`src/rtl/joypad_i2c_target.sv`:
```
// joypad_i2c_target: I2C-style target for the joypad link. Answers one 7-bit
// address, serves a snapshot of the button bytes on reads and takes a read
// pointer (first byte) plus data bytes on writes. SDA is open-drain (0 = pull).
module joypad_i2c_target #(
  parameter logic [6:0] TARGET_ADDR = 7'h52,
  parameter int         NUM_BYTES   = 4,
  parameter int         SYNC_STAGES = 2
) (
  input  logic                   clk,
  input  logic                   rst_n,
  input  logic                   scl_in,
  input  logic                   sda_in,
  output logic                   sda_out,
  input  logic [8*NUM_BYTES-1:0] tx_data,
  output logic [7:0]             rx_data,
  output logic                   rx_valid,
  output logic                   rd_done,
  output logic                   busy
);

  localparam int PTR_W = (NUM_BYTES > 1) ? $clog2(NUM_BYTES) : 1;
  localparam logic [PTR_W-1:0] PTR_MASK = (NUM_BYTES > 1) ? PTR_W'(NUM_BYTES - 1) : '0;

  typedef enum logic [2:0] {
    S_IDLE, S_ADDR, S_ADDR_ACK, S_RX, S_RX_ACK, S_TX, S_TX_ACK, S_WAIT_STOP
  } state_t;

  state_t                   r_state, w_state_nxt;
  logic [SYNC_STAGES-1:0]   r_scl_sync, r_sda_sync;
  logic                     r_scl_d, r_sda_d;
  logic                     r_sda;
  logic [3:0]               r_cnt;
  logic [6:0]               r_shift;
  logic [7:0]               r_tx_shift;
  logic [8*NUM_BYTES-1:0]   r_snap;
  logic [PTR_W-1:0]         r_ptr;
  logic                     r_first;
  logic [7:0]               r_rx_data;
  logic                     r_rx_valid, r_rd_done;

  logic       w_scl, w_sda, w_scl_r, w_scl_f, w_start, w_stop;
  logic [7:0] w_rx_byte, w_live_byte, w_snap_byte, w_load_byte;
  logic       w_sda_nxt, w_cnt_clr, w_bit_in, w_rx_done, w_load, w_snap;
  logic       w_tx_step, w_ptr_inc, w_rd_done, w_first_set;

  assign w_scl       = r_scl_sync[SYNC_STAGES-1];
  assign w_sda       = r_sda_sync[SYNC_STAGES-1];
  assign w_scl_r     =  w_scl & ~r_scl_d;
  assign w_scl_f     = ~w_scl &  r_scl_d;
  // Bus conditions need SCL high in both samples so a simultaneous
  // SCL/SDA change is never mistaken for START or STOP.
  assign w_start     = r_scl_d & w_scl &  r_sda_d & ~w_sda;
  assign w_stop      = r_scl_d & w_scl & ~r_sda_d &  w_sda;
  assign w_rx_byte   = {r_shift, w_sda};
  assign w_live_byte = tx_data[{r_ptr, 3'b000} +: 8];
  assign w_snap_byte = r_snap[{r_ptr, 3'b000} +: 8];

  assign sda_out  = r_sda;
  assign rx_data  = r_rx_data;
  assign rx_valid = r_rx_valid;
  assign rd_done  = r_rd_done;
  assign busy     = (r_state != S_IDLE);

  // Synchronize the bus lines and keep the previous sample for edge detection.
  always_ff @(posedge clk or negedge rst_n) begin
    if (!rst_n) begin
      // NOTE: sync flops reset to the idle-bus level (high) so leaving reset
      // cannot fabricate an edge or a START/STOP.
      r_scl_sync <= '1;
      r_sda_sync <= '1;
      r_scl_d    <= 1'b1;
      r_sda_d    <= 1'b1;
    end else begin
      // NOTE: non-blocking assignments let each stage take the old value of
      // the previous one, forming a real shift chain.
      r_scl_sync <= {r_scl_sync[SYNC_STAGES-2:0], scl_in};
      r_sda_sync <= {r_sda_sync[SYNC_STAGES-2:0], sda_in};
      r_scl_d    <= w_scl;
      r_sda_d    <= w_sda;
    end
  end

  // State register; SDA drive is registered with it so it moves only after scl_f.
  always_ff @(posedge clk or negedge rst_n) begin
    if (!rst_n) begin
      r_state <= S_IDLE;
      r_sda   <= 1'b1;
    end else begin
      r_state <= w_state_nxt;
      r_sda   <= w_sda_nxt;
    end
  end

  // Next-state, next SDA drive and datapath strobes from bus events.
  always_comb begin
    // NOTE: every output gets a default first so no path leaves one
    // unassigned and infers a latch.
    w_state_nxt = r_state;
    w_sda_nxt   = r_sda;
    w_load_byte = w_snap_byte;
    w_cnt_clr   = 1'b0;
    w_bit_in    = 1'b0;
    w_rx_done   = 1'b0;
    w_load      = 1'b0;
    w_snap      = 1'b0;
    w_tx_step   = 1'b0;
    w_ptr_inc   = 1'b0;
    w_rd_done   = 1'b0;
    w_first_set = 1'b0;
    if (w_stop) begin
      w_state_nxt = S_IDLE;
      w_sda_nxt   = 1'b1;
    end else if (w_start) begin
      w_state_nxt = S_ADDR;
      w_sda_nxt   = 1'b1;
      w_cnt_clr   = 1'b1;
    end else begin
      unique case (r_state)
        S_ADDR: begin
          if (w_scl_r && r_cnt != 4'd8) begin
            w_bit_in = 1'b1;
            // r_shift holds the seven address bits when the R/W bit arrives
            if (r_cnt == 4'd7 && r_shift != TARGET_ADDR) w_state_nxt = S_WAIT_STOP;
          end else if (w_scl_f && r_cnt == 4'd8) begin
            w_sda_nxt   = 1'b0;
            w_state_nxt = S_ADDR_ACK;
          end
        end
        S_ADDR_ACK: begin
          if (w_scl_f) begin
            if (r_shift[0]) begin
              w_snap      = 1'b1;
              w_load      = 1'b1;
              w_load_byte = w_live_byte;
              w_sda_nxt   = w_live_byte[7];
              w_state_nxt = S_TX;
            end else begin
              w_sda_nxt   = 1'b1;
              w_cnt_clr   = 1'b1;
              w_first_set = 1'b1;
              w_state_nxt = S_RX;
            end
          end
        end
        S_RX: begin
          if (w_scl_r && r_cnt != 4'd8) begin
            w_bit_in  = 1'b1;
            w_rx_done = (r_cnt == 4'd7);
          end else if (w_scl_f && r_cnt == 4'd8) begin
            w_sda_nxt   = 1'b0;
            w_state_nxt = S_RX_ACK;
          end
        end
        S_RX_ACK: begin
          if (w_scl_f) begin
            w_sda_nxt   = 1'b1;
            w_cnt_clr   = 1'b1;
            w_state_nxt = S_RX;
          end
        end
        S_TX: begin
          if (w_scl_f) begin
            if (r_cnt == 4'd8) begin
              w_sda_nxt   = 1'b1;
              w_state_nxt = S_TX_ACK;
            end else begin
              w_sda_nxt = r_tx_shift[7];
              w_tx_step = 1'b1;
            end
          end
        end
        S_TX_ACK: begin
          if (w_scl_r) begin
            w_rd_done = 1'b1;
            if (w_sda) w_state_nxt = S_WAIT_STOP;
            else       w_ptr_inc   = 1'b1;
          end else if (w_scl_f) begin
            w_load      = 1'b1;
            w_sda_nxt   = w_snap_byte[7];
            w_state_nxt = S_TX;
          end
        end
        default: ;
      endcase
    end
  end

  // Datapath: bit counter, shifters, snapshot, read pointer and pulses.
  always_ff @(posedge clk or negedge rst_n) begin
    if (!rst_n) begin
      r_cnt      <= '0;
      r_shift    <= '0;
      r_tx_shift <= '0;
      r_snap     <= '0;
      r_ptr      <= '0;
      r_first    <= 1'b0;
      r_rx_data  <= '0;
      r_rx_valid <= 1'b0;
      r_rd_done  <= 1'b0;
    end else begin
      r_rx_valid <= w_rx_done;
      r_rd_done  <= w_rd_done;
      if (w_cnt_clr)                  r_cnt <= '0;
      else if (w_load)                r_cnt <= 4'd1;
      else if (w_bit_in || w_tx_step) r_cnt <= r_cnt + 4'd1;
      if (w_bit_in) r_shift <= {r_shift[5:0], w_sda};
      if (w_snap)   r_snap  <= tx_data;
      if (w_load)         r_tx_shift <= {w_load_byte[6:0], 1'b0};
      else if (w_tx_step) r_tx_shift <= {r_tx_shift[6:0], 1'b0};
      if (w_rx_done) begin
        r_rx_data <= w_rx_byte;
        if (r_first) r_ptr <= w_rx_byte[PTR_W-1:0] & PTR_MASK;
      end else if (w_ptr_inc) begin
        r_ptr <= (r_ptr + PTR_W'(1)) & PTR_MASK;
      end
      if (w_first_set)    r_first <= 1'b1;
      else if (w_rx_done) r_first <= 1'b0;
    end
  end

endmodule

```
`config.mk`:
```
export PLATFORM = sky130hd
export DESIGN_NAME = joypad_i2c_target
export DESIGN_NICKNAME = d
export VERILOG_FILES = /design/src/rtl/joypad_i2c_target.sv
export SDC_FILE = /design/constraint.sdc
export NUM_CORES = 1
export LEC_CHECK = 0
export CAP_MARGIN = 20
export CORE_MARGIN = 10
export CORE_UTILIZATION = 50
export CTS_CLUSTER_DIAMETER = 40
export DETAILED_ROUTE_END_ITERATION = 16
export PLACE_DENSITY = 0.76
export SETUP_SLACK_MARGIN = 0.1
export SLEW_MARGIN = 10
export SYNTH_ARGS = -nofsm -noshare
export SYNTH_HDL_FRONTEND = slang
export SYNTH_SLANG_ARGS = --single-unit
```
`constraint.sdc`:
```
create_clock -name clk -period 2.4 [get_ports clk]
set_clock_uncertainty 0.1 [all_clocks]
set_input_delay 0.6 -clock clk [delete_from_list [all_inputs] [get_ports clk]]
set_output_delay 0.6 -clock clk [all_outputs]
set_load 0.05 [all_outputs]
```
### Word-level counts from Yosys, hierarchy flattened

Index checks and enable logic that the tools add are counted.

| storage, ports and cells | value |
|---|---|
| register bits after elaboration | 74 |
| input bits | 36 |
| output and inout bits | 12 |
| word-level logic and storage cells | 153 |

| operators by class | value |
|---|---|
| add/subtract/negate cells | 2 |
| equal/unequal tests | 25 |
| shift operators | 2 |
| muxes and demuxes | 83 |
| bitwise operators | 11 |
| reductions and logical operators | 15 |

Operators by type and width:

| cell | count |
|---|---|
| $shiftx A32 B6 Y8 | 2 |
| $mux W1 | 51 |
| $mux W3 | 15 |
| $ne A4 B4 Y1 const B | 10 |
| $mux W7 | 5 |
| $ne A5 B5 Y1 const B | 4 |
| $pmux W3 S6 | 1 |
| $mux W8 | 2 |
| $mux W4 | 3 |
| $reduce_and A11 Y1 | 1 |
| $eq A3 B3 Y1 const B | 3 |
| $reduce_and A8 Y1 | 1 |
| $reduce_bool A8 Y1 | 1 |
| $and A1 B1 Y1 | 7 |
| $ne A7 B7 Y1 const B | 1 |
| $reduce_bool A7 Y1 | 1 |
| $eq A3 B2 Y1 const B | 2 |
| $mux W2 | 3 |
| $reduce_bool A2 Y1 | 3 |
| $reduce_bool A3 Y1 | 2 |
| $pmux W1 S5 | 1 |
| $add A4 B1 Y4 const B | 1 |
| $eq A4 B3 Y1 const B | 1 |
| $eq A4 B4 Y1 const B | 1 |
| 10 further kinds | 16 |

### Depth between registers and ports, before layout

Gate-level depths: netlist of run 1.

| depth | value |
|---|---|
| depth after elaboration | 11 |
| depth in mapped cells | 8 |
| gate-level depth less buffers | 7 |

### Least setup slack after synthesis of run 1

OpenSTA, ideal clock, no wires.

| timing | value |
|---|---|
| kind | reg2reg |
| from | register r_scl_sync[1] |
| to | register r_state[0] |
| library setup time | 0.125 ns |
| arrival time | 2.039 ns |
| required time | 2.175 ns |
| slack | 0.136 ns |
| stages on the path, launching flop included | 8 |
| buffers on the path | 0 |
| clock period less this slack | 2.264 ns |
| path through | dfstp_2 -> inv_1 -> ha_1 -> or3b_1 -> a32oi_2 -> a31oi_1 -> a21oi_1 -> mux2_2 |

| between the ends | value |
|---|---|
| longest elaborated chain between the ends | 6 |
| elaborated cells between the ends (all ways) | 27 |
| those cells by class | eq/ne: 10; mux: 5; bitwise: 8; reduce/logical: 4 |

RTL lines:

| what | RTL line | source |
|---|---|---|
| from (decl) | 29 | `logic [SYNC_STAGES-1:0] r_scl_sync, r_sda_sync;` |
| from (signal assigned) | 76 | `r_scl_sync <= {r_scl_sync[SYNC_STAGES-2:0], scl_in};` |
| $and A1 B1 Y1 | 48 | `assign w_scl_r = w_scl & ~r_scl_d;` |
| $logic_and A1 B1 Y1 | 120, 146 |  |
| $mux W3 | 120 | `if (w_scl_r && r_cnt != 4'd8) begin` |
| $pmux W3 S6 | 118 | `unique case (r_state)` |
| $mux W3 | 113 | `end else if (w_start) begin` |
| $mux W3 | 110 | `if (w_stop) begin` |
| to (signal assigned) | 89 | `r_state <= w_state_nxt;` |
| to (decl) | 28 | `state_t r_state, w_state_nxt;` |

Several ways; a longest one is shown, not always the timed one.
A chain may end at the register's enable or synchronous reset.

### Worst setup path after layout of run 1

Same ends and word-level chain as after synthesis.

==> flow_summary_export.csv, run 1 <==
group,metric,value,unit
synthesis,synth_common_cells,"dfrtp_1, mux2_2, nand2_1, mux4_2, o21ai_0",
clocking,h-tree-depth,3,
power_and_ir_drop,ir_drop,0.000586,V
synthesis,yosysMostFrequentCell,"dfrtp_1",
critical_path,start_kind,"flip-flop",
critical_path,startpoint,"r_scl_sync[1]",
synthesis,synth_area_leader_cell,"dfrtp_1",
timing,worst_slack,0.0693,ns
critical_path,r2r_start,"r_scl_sync[1]",
synthesis,syn_avg_cell_area,12.6,µm²
routing,via_per_inst,5.75,
critical_path,cp-end-kind,"flip-flop",
floorplan,row_count,31,
timing,slew_headroom,59.6,%
placed_design,io_buffer_count,47,
synthesis,synth_fp_nets,346,
routing,wire_per_inst,18.0,µm
cells_and_area,drive_above_1_share,35.3,%
cells_and_area,seq_area,0.00184,mm²
synthesis,synth-edff-count,0,
floorplan,die_w,108,µm
synthesis,synth_cells,305,
clocking,postCtsHoldBufs,0,
timing,worstMarginPinSlew,0.606,ns
placed_design,dp_hpwl,6.09,mm
clocking,cts_buffer_depth,2,
timing,rsz0062_at_grt,"yes",
critical_path,critPathMaxStageDelay,0.56,ns
synthesis,synth_area,0.00385,mm²
synthesis,synth_cell_type_count,59,
clocking,clk_pin_slew_worst_paths,0.09,ns
synthesis,async_flop_share,100,%
floorplan,start_util,52.2,%
timing,fin_crit_sh,97.1,%
clocking,cts_tree,"done",
timing,fmax,429,MHz
routing,drt-initial-drc-count,139,
global_route,grt_usage,15.1,%
critical_path,crit_family,"compound AO/OA/AOI/OAI gates",
critical_path,arrival,2.47,ns
job,drv_cap,0,
routing,wl,8.43,mm
synthesis,synth_top_area_share,42.9,%
timing,fin_hold_ws,0.167,ns
global_route,grt_antenna_before_repair,0,
critical_path,critPathKind,"reg2reg",
timing,final.setup.tns,0,ns
routing,dr.pass1.iters,4,
critical_path,r2r_cells,7,
routing,detail-route-antenna-nets,0,
critical_path,worst-endpoint-required,2.53,ns
clocking,cts_sinks,73,
placed_design,place_congestion,0.925,
cells_and_area,fill_cells,567,
critical_path,cp_slowest_cell,"dfstp_2",
synthesis,yosysWarnings,0,
cells_and_area,fin_nets,404,
floorplan,die-area,0.0116,mm²
cells_and_area,fin_area,0.00476,mm²
cells_and_area,multi_input_area,0.00191,mm²
power_and_ir_drop,power.total,0.00531,W
synthesis,ys_seq_area_share,47.7,%
timing,finalHoldViolCount,0,
timing,setup_violations,0,
synthesis,synth.area.top_cells,"dfrtp_1, mux2_2, mux4_2",
critical_path,cp.buffers_inverters,1,
critical_path,reg2reg_slack,0.07,ns
global_route,first_global_vias,2853,
floorplan,core-area,0.00737,mm²
placed_design,dpl_cell_area,0.00451,mm²
power_and_ir_drop,p_leak,1.98,nW
placed_design,place_ws,-0.00834,ns
cells_and_area,diodes,0,
timing,period_minus_slack,2.33,ns
global_route,grt_max_degree,74,
outcome,status,"finished clean",
power_and_ir_drop,powerDensity,1120,mW/mm²
floorplan,io_pins,48,
worst_hold_path,hold_path_class,"in2async",
synthesis,ys_seq_elements,73,
synthesis,synth_ff_type,"dfrtp_1",
routing,drc,0,
timing,maxSlewViolCount,0,
critical_path,reg2reg_to,"r_state[0]",
clocking,worstSkewPairLatency,0.35,ns
global_route,grt_pass1_wl,14.2,mm
critical_path,path_cells,"inv_2, ha_4, or3b_1, a32oi_2, a31oi_4, a21oi_2, mux2_4",
clocking,numCtsBuffers,9,
routing,num_vias,2684,
critical_path,cp_max_fo,4,
global_route,grt_remaining_overflow,0,
floorplan,die_h,108,µm
cells_and_area,area_growth,23.7,%
clocking,root_buffer,"clkbuf_8",
-- logic make-up after synthesis --
family / after synthesis / synth area share [%]
AO/OA/AOI/OAI: 54 / 10.1
flip-flops: 73 / 47.7
adder cells (fa/ha/maj): 5 / 1.62
XOR/XNOR: 1 / 0.423
multiplexers: 75 / 26.4
buffers and inverters: 30 / 3.87
AND/OR/NAND/NOR: 67 / 9.88
-- through the flow --
step,std cells,utilization [%]
after floorplan,305,-
after global placement,449,61.2
after detailed placement,449,61.2
after CTS,467,64.4
after global routing,467,64.6
final,467,64.6
-- layer usage --
metal | part of all wire (%) | GRT usage, % | wire (µm) | vias to the layer above
met3 | 5.1 | 2.46 | 430 | 13
met1 | 45 | 20.0 | 3800 | 1324
met2 | 48 | 24.1 | 4020 | 87
met5 | 0 | 0 | 0 | -
met4 | 2.2 | 6.49 | 185 | 0
li1 | - | - | - | 1260
-- repair_timing --
item / in CTS / in global routing
gates resized for setup: 5 / 3
endpoints found under the setup margin: 2 / 4
buffers inserted: 2 / 0
pin swaps: 5 / 7
-- layout by cell type, fill, tap and decap left out, types with 2 or more instances in the layout --
cell type,count
or3_1,3
mux4_2,16
nand2_1,18
inv_1,9
a21oi_1,6
nand3_1,5
mux2i_1,7
a22o_1,2
nor2_1,10
a21oi_2,2
buf_4,18
dfstp_2,7
and3_1,6
o21a_1,3
nand3b_1,3
buf_12,4
clkbuf_8,9
mux2_2,51
nand4b_1,2
o21ai_0,15
ha_1,3
a31oi_1,4
a211oi_2,2
clkdlybuf4s50_1,44
clkinvlp_4,2
dfrtp_1,66
a32o_1,2
nand2b_1,3
and2_1,2
nor2b_1,2
-- how the worst max path moves through the flow --
stage / endpoint / slack [ns] / cells past startpoint
floorplan: r_state[0] / 0.14 / 7
global placement: r_state[0] / 0.09 / 7
detailed placement: r_state[0] / -0.008 / 7
CTS: r_state[0] / 0.1 / 7
global route: r_state[0] / 0.02 / 7
finish: r_state[0] / 0.07 / 7
-- layout make-up --
class                      count  share of cell area, %
sequential                    73                   38.5
inverter                      10                  0.788
tap                           99                   2.60
clock inverter                 6                   1.42
clock buffer                  10                   2.68
multi-input combinational    202                   40.1
timing repair buffer          67                   13.9
-- registers in the layout, summed over array words and instances (netlist names), 3 cells and up --
register,count
r_tx_shift,7
rx_data,8
r_state,3
r_shift,7
r_snap,32
r_cnt,4
-- where the power goes --
part / switching, W / internal (W) / total (W) / leakage [nW]
Sequential: 0.000378 / 0.00171 / 0.00209 / 0.889
Combinational: 0.000973 / 0.00128 / 0.00225 / 0.998
Clock: 0.000486 / 0.000484 / 0.000971 / 0.0929
Total: 0.00184 / 0.00347 / 0.00531 / 1.98
Note: power is estimated with default switching activity, not from simulation.
==> run 2: changes to the inputs <==
- CORE_UTILIZATION: 50 -> 40
- PLACE_DENSITY: 0.76 -> unset
- clock period: 2.4 -> 2.7 ns (I/O delays scaled with it)
==> flow_summary_export.csv, run 2 (synthesis results as in run 1) <==
group,metric,value,unit
outcome,status,"finished clean",
floorplan,die-area,0.0139,mm²
floorplan,die_w,118,µm
critical_path,cp-end-kind,"output pin",
routing,drc,0,
cells_and_area,top_register,"r_snap",
critical_path,worst-endpoint-required,1.92,ns
routing,wire_per_inst,17.7,µm
timing,setup_violations,0,
cells_and_area,largest_register_ffs,32,
power_and_ir_drop,power.total,0.00452,W
clocking,post_cts_buffers,0,
cells_and_area,fin_nets,397,
floorplan,io_pins,48,
clocking,numCtsBuffers,9,
global_route,grt_usage,12.9,%
placed_design,io_buffer_count,47,
global_route,grt_max_degree,74,
critical_path,critPathMaxStageDelay,0.80,ns
critical_path,reg2reg_slack,0.27,ns
job,drv_cap,0,
timing,final.setup.tns,0,ns
global_route,grt_antenna_before_repair,0,
clocking,root_buffer,"clkbuf_8",
clocking,cts_sinks,73,
critical_path,cp_slowest_cell,"clkdlybuf4s50_1",
clocking,cts_buffer_depth,2,
floorplan,start_util,41.3,%
timing,worstMarginPinSlew,0.756,ns
power_and_ir_drop,p_leak,1.92,nW
clocking,ctsResizeCount,0,
routing,wl,8.65,mm
global_route,grt_remaining_overflow,0,
routing,drt-initial-drc-count,94,
timing,fin_crit_sh,91.3,%
timing,maxSlewViolCount,0,
global_route,first_global_vias,2854,
worst_hold_path,hold_path_class,"in2async",
critical_path,startpoint,"sda_out",
global_route,grt_pass1_wl,15.0,mm
cells_and_area,area_growth,20.9,%
critical_path,r2r_start,"r_scl_sync[1]",
critical_path,cp_max_fo,2,
timing,rsz0062_at_grt,"no",
routing,via_per_inst,5.37,
routing,num_vias,2632,
power_and_ir_drop,ir_drop,0.000401,V
cells_and_area,layout_commonest_cell,"dfrtp_1",
timing,slew_headroom,49.4,%
power_and_ir_drop,powerDensity,972,mW/mm²
clocking,postCtsHoldBufs,0,
placed_design,dp_hpwl,6.22,mm
cells_and_area,diodes,0,
critical_path,start_kind,"flip-flop",
clocking,cts_tree,"done",
critical_path,critPathKind,"reg2out",
critical_path,path_cells,"clkdlybuf4s50_1",
floorplan,core-area,0.00933,mm²
critical_path,cp.buffers_inverters,1,
floorplan,die_h,118,µm
timing,finalHoldViolCount,0,
cells_and_area,drive_above_1_share,32.4,%
timing,period_minus_slack,2.46,ns
routing,dr.pass1.iters,4,
routing,detail-route-antenna-nets,0,
floorplan,row_count,35,
critical_path,arrival,1.69,ns
critical_path,crit_family,"buffers and inverters",
clocking,h-tree-depth,3,
cells_and_area,final_cell_mix,"dfrtp_1, mux2_2, clkdlybuf4s50_1",
placed_design,place_congestion,0.816,
timing,fmax,406,MHz
clocking,clk_pin_slew_worst_paths,0.09,ns
timing,worst_slack,0.236,ns
placed_design,place_ws,0.306,ns
clocking,worstSkewPairLatency,0.35,ns
[run 2: cell count changes in the layout (fill, tap and decap cells not counted), sizes merged]
| cell | delta |
|---|---|
| buf | -8 |
| bufinv | -1 |
| clkbuf | -1 |
| clkdlybuf4s50 | +1 |
| clkinv | +1 |
| clkinvlp | +1 |
[run 2: layer usage]
layer / wire length, µm / part of all wire, % / global-route usage (%)
met1: 4070 / 47 / 17.5
met2: 4010 / 46 / 19.2
met3: 414 / 4.8 / 2.88
met4: 153 / 1.8 / 5.64
met5: 0 / 0 / 0
[run 2: final cells by class]
class,count,area [µm²]
Fill cell,848,4670
Clock inverter,7,46.3
Tap cell,129,161
Multi-Input combinational cell,202,1870
Sequential cell,73,1840
Inverter,10,37.5
Clock buffer,9,124
Timing Repair Buffer,60,586
[run 2: path summary, 6_finish.rpt]
path	cells after the start	end
worst max-delay path	1	sda_out
worst min-delay path	2	r_snap[21]
worst max register to register	7	r_state[0]
worst min register to register	0	r_sda_sync[1]
max in group asynchronous	2	r_sda_sync[0]
min in group clk	0	r_sda_sync[1]
[run 2: power breakdown]
group	internal, W	switching, W	leakage (nW)	total (W)
logic	0.00107	0.000830	0.950	0.00190
registers	0.00152	0.000333	0.889	0.00185
clock network	0.000331	0.000442	0.0814	0.000773
total	0.00292	0.00160	1.92	0.00452
[run 2: per-stage QoR]
stage | utilization [%] | cell area, µm² | hold WS, ns | cells
after floorplan | - | 3850 | 0.245 | 305
after global placement | 48.1 | 4490 | 0.246 | 474
after detailed placement | 48.1 | 4490 | 0.249 | 474
after CTS | 49.9 | 4660 | 0.257 | 490
after global routing | 49.9 | 4660 | 0.261 | 490
final | 49.9 | 4660 | 0.240 | 490
==> run 3: changes to the inputs <==
- CORE_ASPECT_RATIO: unset -> 2
==> flow_summary_export.csv, run 3 (synthesis results as in run 1) <==
group,metric,value,unit
clocking,worstSkewPairLatency,0.33,ns
routing,wire_per_inst,18.6,µm
timing,period_minus_slack,2.51,ns
timing,rsz0062_at_grt,"no",
timing,slew_headroom,52.2,%
floorplan,die-area,0.0142,mm²
critical_path,crit_top_cell,"buf_4",
power_and_ir_drop,ir_drop,0.000579,V
cells_and_area,post-route-util,51.1,%
critical_path,worst-endpoint-required,1.92,ns
timing,fin_crit_sh,93.0,%
clocking,root_buffer,"clkbuf_16",
worst_hold_path,hold_path_class,"in2async",
power_and_ir_drop,p_sw,0.00164,W
timing,setup_violations,0,
cells_and_area,drive_above_1_share,32.7,%
floorplan,io_pins,48,
cells_and_area,fin_nets,400,
clocking,numCtsBuffers,9,
floorplan,die_h,159,µm
power_and_ir_drop,internal_power,0.00340,W
critical_path,start_kind,"flip-flop",
floorplan,core-area,0.00938,mm²
global_route,grt_usage,13.0,%
critical_path,crit_family,"flip-flops",
timing,finalHoldViolCount,0,
placed_design,place_congestion,0.905,
routing,drc,0,
cells_and_area,area_growth,24.6,%
timing,fin_hold_ws,0.249,ns
clocking,postCtsHoldBufs,0,
cells_and_area,top_register,"r_snap",
clocking,cts_buffer_depth,2,
floorplan,row_count,50,
critical_path,critPathKind,"reg2out",
routing,drt-initial-drc-count,111,
routing,num_vias,2613,
routing,dr.pass1.iters,4,
clocking,ctsResizeCount,0,
power_and_ir_drop,p_comb_share,37.0,%
critical_path,critPathMaxStageDelay,0.57,ns
power_and_ir_drop,p_leak,2.00,nW
clocking,h-tree-depth,3,
floorplan,start_util,41.0,%
power_and_ir_drop,powerDensity,1050,mW/mm²
critical_path,cp.buffers_inverters,2,
global_route,first_global_vias,2939,
cells_and_area,stdcell_count,468,
placed_design,io_buffer_count,47,
global_route,grt_max_degree,74,
routing,via_per_inst,5.58,
outcome,status,"finished clean",
global_route,grt_pass1_wl,14.3,mm
cells_and_area,diodes,0,
job,drv_cap,0,
routing,detail-route-antenna-nets,0,
power_and_ir_drop,sw_frac_of_total,32.6,%
cells_and_area,layout_commonest_cell,"dfrtp_1",
critical_path,cp_slowest_cell,"dfrtp_1",
floorplan,die_w,89.4,µm
clocking,cts_tree,"done",
timing,fmax,398,MHz
clocking,cts_sinks,73,
placed_design,post-place-cells,452,
global_route,grt_antenna_before_repair,0,
power_and_ir_drop,power.total,0.00504,W
clocking,post_cts_buffers,0,
critical_path,path_cells,"buf_4, or3_1, buf_4",
timing,maxSlewViolCount,0,
critical_path,cp-end-kind,"output pin",
timing,worstMarginPinSlew,0.715,ns
power_and_ir_drop,seqPwrFrac,37.6,%
critical_path,arrival,1.74,ns
cells_and_area,final_cell_mix,"dfrtp_1, mux2_2, clkdlybuf4s50_1",
critical_path,cp_max_fo,15,
power_and_ir_drop,p_clk_share,25.4,%
global_route,grt_remaining_overflow,0,
cells_and_area,largest_register_ffs,32,
routing,wl,8.71,mm
placed_design,dp_hpwl,6.69,mm
clocking,clk_pin_slew_worst_paths,0.06,ns
timing,final.setup.tns,0,ns
-- run 3: cell count changes in the layout (fill, tap and decap cells not counted), sizes merged --
cell    delta
buf        +3
clkinv     -3
clkbuf     +1
bufinv     +2
-- run 3: path summary, 6_finish.rpt --
kind / start / end / slack (ns) / cells after the start
setup / recovery: r_state[2] / busy / 0.19 / 3
hold reg to reg: r_sda_sync[0] / r_sda_sync[1] / 0.26 / 0
max in group asynchronous: rst_n / r_scl_sync[1] / 1.89 / 2
setup reg to reg: r_scl_sync[1] / r_state[0] / 0.31 / 7
hold / removal: rst_n / r_snap[22] / 0.25 / 2
min in group clk: r_sda_sync[0] / r_sda_sync[1] / 0.26 / 0
-- run 3: cell type report --
type,count,area (µm²)
clock inverter,6,91.3
sequential,73,1840
clock buffer,10,229
multi-input combinational,202,1870
inverter,10,37.5
tap,104,130
timing repair buffer,63,608
fill,849,4590
-- run 3: per-stage QoR --
stage | worst slack [ns] | cell area (µm²)
finish | 0.189 | 4800
global placement | 0.333 | 4480
floorplan | 0.436 | 3850
global route | 0.143 | 4800
detailed placement | 0.320 | 4480
CTS | 0.200 | 4800
-- run 3: worst reg2reg max path: cells and delay by family (launching register included) --
family | cells | cell delay [ns]
AO/OA/AOI/OAI | 3 | 0.61
buffers and inverters | 1 | 0.05
AND/OR/NAND/NOR | 1 | 0.36
multiplexers | 1 | 0.34
adder cells (fa/ha/maj) | 1 | 0.27
flip-flops | 1 | 0.55
-- run 3: per-layer routing --
metal  vias up  routed length (µm)  GRT usage, %
li1       1246                   -             -
met1      1294                3050          13.0
met2        51                5080          23.3
met3        22                 272          3.33
met4         0                 298          6.70
met5         -                   0             0
-- run 3: power groups by stage --
stage / Clock [W] / Combinational [W] / Sequential [W]
after floorplan: 0 / 0.00154 / 0.00174
after global placement: 0 / 0.00186 / 0.00190
after detailed placement: 0 / 0.00189 / 0.00191
after CTS: 0.00131 / 0.00190 / 0.00190
after global routing: 0.00135 / 0.00206 / 0.00195
final: 0.00128 / 0.00187 / 0.00189
